### src/rtl/shift_seq_detector_pkg.sv
// Shared constants for the serial sequence detector: match-mode encodings and slot-select sizing.
package shift_seq_detector_pkg;

    localparam logic MODE_OVL = 1'b0;
    localparam logic MODE_NOV = 1'b1;

    function automatic int sel_w(input int p);
        return (p > 1) ? $clog2(p) : 1;
    endfunction

endpackage

### src/rtl/seq_slot_cmp.sv
// One pattern slot: code/mask registers, masked compare against the next history value,
// availability counter gating (non-)overlap matching, and a saturating hit counter.
module seq_slot_cmp
    import shift_seq_detector_pkg::*;
#(
    parameter int N   = 4,
    parameter int CW  = 8,
    parameter int SW  = 1,
    parameter int IDX = 0
) (
    input  logic          clk,
    input  logic          rst,
    input  logic          accept,
    input  logic          fill_full,
    input  logic          hist_load,
    input  logic [N-1:0]  sh_nx,
    input  logic          cfg_we,
    input  logic [SW-1:0] cfg_sel,
    input  logic [N-1:0]  cfg_code,
    input  logic [N-1:0]  cfg_mask,
    input  logic          mode_nov,
    input  logic          cnt_clr,
    output logic          match,
    output logic [CW-1:0] cnt
);
    localparam int AW = $clog2(N + 1);
    localparam logic [SW-1:0] MY_SEL = SW'(IDX);
    localparam logic [AW-1:0] FULL   = AW'(N);

    logic [N-1:0]  code_q;
    logic [N-1:0]  mask_q;
    logic [AW-1:0] avail;
    logic [AW-1:0] avail_nx;
    logic          hit;
    logic          sel_me;

    assign sel_me = cfg_we && (cfg_sel == MY_SEL);

    always_comb begin
        avail_nx = avail;
        if (accept && avail != FULL)
            avail_nx = avail + 1'b1;
    end

    // Compare uses the registered code/mask, so a same-cycle write only affects later bits.
    assign hit = accept && (|mask_q) && fill_full && (avail_nx == FULL)
                 && (((sh_nx ^ code_q) & mask_q) == '0);

    always_ff @(posedge clk) begin
        if (rst) begin
            code_q <= '0;
            mask_q <= '0;
            avail  <= '0;
            match  <= 1'b0;
            cnt    <= '0;
        end else begin
            if (sel_me) begin
                code_q <= cfg_code;
                mask_q <= cfg_mask;
            end
            match <= hit;
            if (hist_load)
                avail <= FULL;
            else if (hit && mode_nov == MODE_NOV)
                avail <= '0;
            else
                avail <= avail_nx;
            if (cnt_clr)
                cnt <= '0;
            else if (hit && cnt != '1)
                cnt <= cnt + 1'b1;
        end
    end

endmodule

### src/rtl/shift_seq_detector.sv
// Serial multi-pattern detector top: history shift register with preload and fill tracking,
// fanned out to P independent compare slots.
module shift_seq_detector
    import shift_seq_detector_pkg::*;
#(
    parameter int N  = 4,
    parameter int P  = 2,
    parameter int CW = 8,
    localparam int SW = sel_w(P)
) (
    input  logic            clk,
    input  logic            rst,
    input  logic            in_bit,
    input  logic            in_valid,
    input  logic            hist_load,
    input  logic [N-1:0]    hist_data,
    input  logic            cfg_we,
    input  logic [SW-1:0]   cfg_sel,
    input  logic [N-1:0]    cfg_code,
    input  logic [N-1:0]    cfg_mask,
    input  logic            mode_nov,
    input  logic            cnt_clr,
    output logic [N-1:0]    shift_q,
    output logic [P-1:0]    match,
    output logic            any_match,
    output logic [P*CW-1:0] match_cnt
);
    localparam int AW = $clog2(N + 1);
    localparam logic [AW-1:0] FULL = AW'(N);

    logic [AW-1:0] fill;
    logic [AW-1:0] fill_nx;
    logic [N-1:0]  sh_nx;
    logic          accept;
    logic          fill_full;

    // Preload wins over a same-cycle serial bit.
    assign accept    = in_valid && !hist_load;
    assign sh_nx     = {shift_q[N-2:0], in_bit};
    assign fill_nx   = (fill == FULL) ? FULL : fill + 1'b1;
    assign fill_full = (fill_nx == FULL);

    always_ff @(posedge clk) begin
        if (rst) begin
            shift_q <= '0;
            fill    <= '0;
        end else if (hist_load) begin
            shift_q <= hist_data;
            fill    <= FULL;
        end else if (accept) begin
            shift_q <= sh_nx;
            fill    <= fill_nx;
        end
    end

    for (genvar i = 0; i < P; i++) begin : g_slot
        seq_slot_cmp #(.N(N), .CW(CW), .SW(SW), .IDX(i)) u_slot (
            .clk       (clk),
            .rst       (rst),
            .accept    (accept),
            .fill_full (fill_full),
            .hist_load (hist_load),
            .sh_nx     (sh_nx),
            .cfg_we    (cfg_we),
            .cfg_sel   (cfg_sel),
            .cfg_code  (cfg_code),
            .cfg_mask  (cfg_mask),
            .mode_nov  (mode_nov),
            .cnt_clr   (cnt_clr),
            .match     (match[i]),
            .cnt       (match_cnt[i*CW +: CW])
        );
    end

    assign any_match = |match;

endmodule

### config.mk
export PLATFORM = sky130hd
export DESIGN_NAME = shift_seq_detector
export DESIGN_NICKNAME = d
export VERILOG_FILES = /design/src/rtl/shift_seq_detector_pkg.sv /design/src/rtl/seq_slot_cmp.sv /design/src/rtl/shift_seq_detector.sv
export SDC_FILE = /design/constraint.sdc
export NUM_CORES = 1
export LEC_CHECK = 0
export ABC_CLOCK_PERIOD_IN_PS = 2300
export BUFFER_PORTS_ARGS = -buffer_cell sky130_fd_sc_hd__buf_2
export CAP_MARGIN = 20
export CORE_AREA = 4 4 75 77
export DETAILED_ROUTE_END_ITERATION = 12
export DIE_AREA = 0 0 79 81
export PLACE_DENSITY_LB_ADDON = 0.12
export REMOVE_ABC_BUFFERS = 1
export SETUP_SLACK_MARGIN = 0.5
export SLEW_MARGIN = 20
export SYNTH_ARGS = -nofsm -noshare
export SYNTH_HDL_FRONTEND = slang
export SYNTH_SLANG_ARGS = --single-unit
### constraint.sdc
create_clock -name clk -period 2.3 [get_ports clk]
set_clock_uncertainty 0.2 [all_clocks]
set_input_delay 0.115 -clock clk [delete_from_list [all_inputs] [get_ports clk]]
set_output_delay 0.115 -clock clk [all_outputs]
set_load 0.01 [all_outputs]
==> key figures <==
Worst setup path
  • Category of the worst setup path capture point: flop
  • Delay of the slowest cell on the worst path: 0.35 ns
  • Most used cell along the critical path: buf_4
  • Ordered list of cells on the worst path: inv_2 > ha_4 > nand4bb_4 > a31oi_4 > buf_4 > buf_4 > buf_4 > buf_4 > nand4_1 > o311a_1
  • CP required: 2.30 ns
  • Launch instance of the worst register-to-register path: fill[1]
  • Capturing point of the worst reg2reg path: g_slot[1].u_slot.cnt[6]
  • Worst setup startpoint: fill[1]
  • Crit Path Class: reg -> reg
  • Cell depth of the worst flop-to-flop path: 10
  • Crit path arrival time: 2.23 ns
  • Worst path slowest cell: dfxtp_2
  • Setup slack of the most critical reg-to-reg path: 0.06 ns
  • Sort of element at the start of the critical path: flop
  • Maximum fanout encountered on the critical timing path: 4

Power
  • Worst IR drop on VDD: 0.359 mV
  • Power per Cell Area: 483 nW/um^2
  • Leakage power: 0.00140 uW

Finish
  • Total inserted antenna cells: 0
  • Highest-count cells in the layout ignoring fill and taps: buf_2, nand2_1, dfxtp_1, a21oi_1, buf_4
  • Most common cell after layout, fill and taps aside: buf_2
  • Final Net Count: 411
  • Share of cells above drive strength 1: 36.0%
  • Number of non-filler instances in the completed layout: 453
  • End-of-flow core utilization: 70.0%
  • Area growth from synthesis to layout: 43.9%

STA
  • Max_slew headroom: 60.2%
  • Highest clock frequency the design can meet: 447 MHz
  • Max Transition Viols Final: 0
  • Post-route clock period utilization: 97.3%
  • Slew at the pin closest to its max-slew limit: 0.594 ns
  • Number of failing setup endpoints in the final timing report: 0
  • Setup repair after global routing missed its margin: yes
  • Number of hold-slack violations in the final timing report: 0
  • Tmin final: 2.24 ns
  • Minimum hold slack: 0.0215 ns

Synth
  • Fraction of the mapped netlist area in adder cells: 4.10%
  • Fraction of the mapped netlist area in compound gates: 17.0%
  • Dominant combinational cell family by area after synthesis: simple AND/OR/NAND/NOR gates
  • Synthesized area per cell: 8.35 sq um
  • Synthesized-area fraction occupied by and/or/nand/nor cells: 28.2%
  • Synthesized flop and latch total: 47
  • Synthesized netlist cell count: 292
  • Xor/xnor share of the synthesized area: 3.59%
  • Distinct cells, synth: 50
  • Post-synth design cell area: 2440 sq um
  • Post-synthesis sequential area ratio: 38.6%
  • Synth warn: 0
  • Post-synthesis mux area share: 4.21%

Route
  • First-pass detailed-route iteration total: 4
  • Drt wl/cell: 15.0 um
  • Post-route DRC: 0
  • Wirelength, routed: 6790 um
  • Via count: 2,434
  • Iteration-0 DRC Markers: 87
  • Average vias per placed instance: 5.37
  • Remaining antenna violation count: 0

Hold path
  • Hold Path Stages: 3
  • End point of the most critical hold path: fill[1]
  • Origin of the worst min-delay path: in_valid
  • Type of the most critical hold path: in -> reg

Floorplan
  • Boundary Pins: 44
  • Vertical die dimension: 81 um
  • Std cell rows: 26
  • Core Footprint: 5010 sq um
  • Initial Util: 48.7%
  • Die Span X: 79 um
  • Die area: 6400 sq um

Clock tree
  • Clock transition at the registers of the reported paths: 0.09 ns
  • Clock buffers created by TritonCTS: 5
  • Clk root buf: clkbuf_8
  • Number of buffers on the longest clock path: 2
  • Later-pin clock latency in the skew report: 0.30 ns
  • Total number of clock tree sinks: 47
  • Clock tree from TritonCTS: done
  • Maximum level of the CTS H-tree: 2

Flow run
  • Reported max-cap violation count: 0

Run status
  • Outcome: completed

GRT
  • First-pass GRT wire length: 10,600 um
  • Number of antenna violations at the first check in global routing: 0
  • Global Route Usage Sum: 20.9%
  • Largest net degree at the start of global routing: 26
  • Residual overflow from global routing: 0
  • Number of global-route vias before repair: 2,280

Place
  • Routability cong.: 0.889
  • Number of instances in the placed design: 408
  • Port Buffers: 43
  • Final HPWL from detailed placement: 4230 um
## critical path: cells and delay by family, from the launching register on
kind	cells	cell delay [ns]
compound gates	2	0.54
fa+ha+maj	1	0.24
flops	1	0.35
buf+inv	5	0.49
simple gates	2	0.34
## cell type report
cell class	instances	area [sq um]
multi-input combinational	221	1630
clock buffer	6	82.6
sequential	47	953
fill	391	1500
timing repair buffer	98	706
inverter	9	33.8
tap	70	87.6
clock inverter	2	16.3
## cells by family (layout without fill, tap and decap cells)
family	after synthesis	after routing
multiplexers	10	10
XOR/XNOR	10	10
adder cells (fa/ha/maj)	8	8
flip-flops	47	47
buffers and inverters	24	115
AO/OA/AOI/OAI	64	64
AND/OR/NAND/NOR	129	129
## Yosys cell counts (all sizes together)
cell type,number,area [sq um]
o2111ai,1,8.76
o311a,1,10.0
o21a,1,7.51
xnor2,2,17.5
inv,9,33.8
nor2,18,67.6
o21ai,2,10.0
nand4bb,2,22.5
mux2i,8,80.1
nor4b,2,30.0
nand4b,1,8.76
and3,2,12.5
or2,3,18.8
nand2b,6,37.5
nand4,7,50.1
clkbuf,11,41.3
o32ai,1,8.76
mux2,2,22.5
ha,8,100
a211oi,2,15.0
dfxtp,47,941
a41o,1,10.0
xor2,8,70.1
and4,4,35.0
or3,4,26.3
o311ai,1,8.76
a21o,1,7.51
o21bai,1,7.51
o211a,1,10.0
o31ai,8,60.1
nand2,43,161
a22oi,1,7.51
o211ai,1,7.51
o41ai,1,8.76
a21oi,36,180
buf,4,30.0
nand3b,2,15.0
a31oi,2,27.5
nor4,4,25.0
nor2b,2,12.5
or4,8,60.1
nand3,21,105
a222oi,1,10.0
a311oi,1,8.76
## flip-flops by register name, summed over array words and instances, names as in the netlist
signal,flops
fill,3
g_slot.u_slot.avail,6
g_slot.u_slot.cnt,16
g_slot.u_slot.code_q,8
g_slot.u_slot.mask_q,8
g_slot.u_slot.match,2
shift_q,4
## where the power goes
part	internal [uW]	leakage, uW	switching, uW
Sequential	837	0.000386	21.6
Clock	246	0.0000474	293
Combinational	141	0.000969	154
## per-layer routing
metal	track usage [%]	up-vias	wire, um
met2	38.4	30	3540
met1	25.4	1153	3010
met3	3.66	6	188
met5	0	-	0
met4	4.98	0	49
li1	-	1245	-
## stage by stage
stage | setup slack, ns | setup TNS (ns) | power, uW | area (sq um)
final | 0.0624 | 0 | 1690 | 3510
after global routing | 0.00719 | 0 | 1770 | 3510
after CTS | 0.129 | 0 | 1690 | 3410
after detailed placement | -0.0469 | -0.125 | 1080 | 2810
after global placement | -0.0110 | -0.0317 | 1070 | 2810
after floorplan | -0.103 | -0.304 | 983 | 2370
## worst max-delay path by stage
stage | slack, ns | cells after the start | to
5_1_grt | 0.007 | 10 | g_slot[1].u_slot.cnt[6]
4_1_cts | 0.13 | 8 | g_slot[1].u_slot.cnt[3]
6_report | 0.06 | 10 | g_slot[1].u_slot.cnt[6]
3_5_place_dp | -0.05 | 8 | g_slot[0].u_slot.cnt[0]
2_1_floorplan | -0.10 | 7 | g_slot[0].u_slot.cnt[3]
3_3_place_gp | -0.01 | 8 | g_slot[0].u_slot.cnt[2]
## what timing repair did
item	CTS	global route
gates resized for setup	44	17
hold buffers	20	0
cloned	1	1
endpoints found under the hold margin	28	0
setup buffers	10	5
pin swaps	32	20
setup endpoints to repair	19	20
Note: power is estimated with default switching activity, not from simulation.
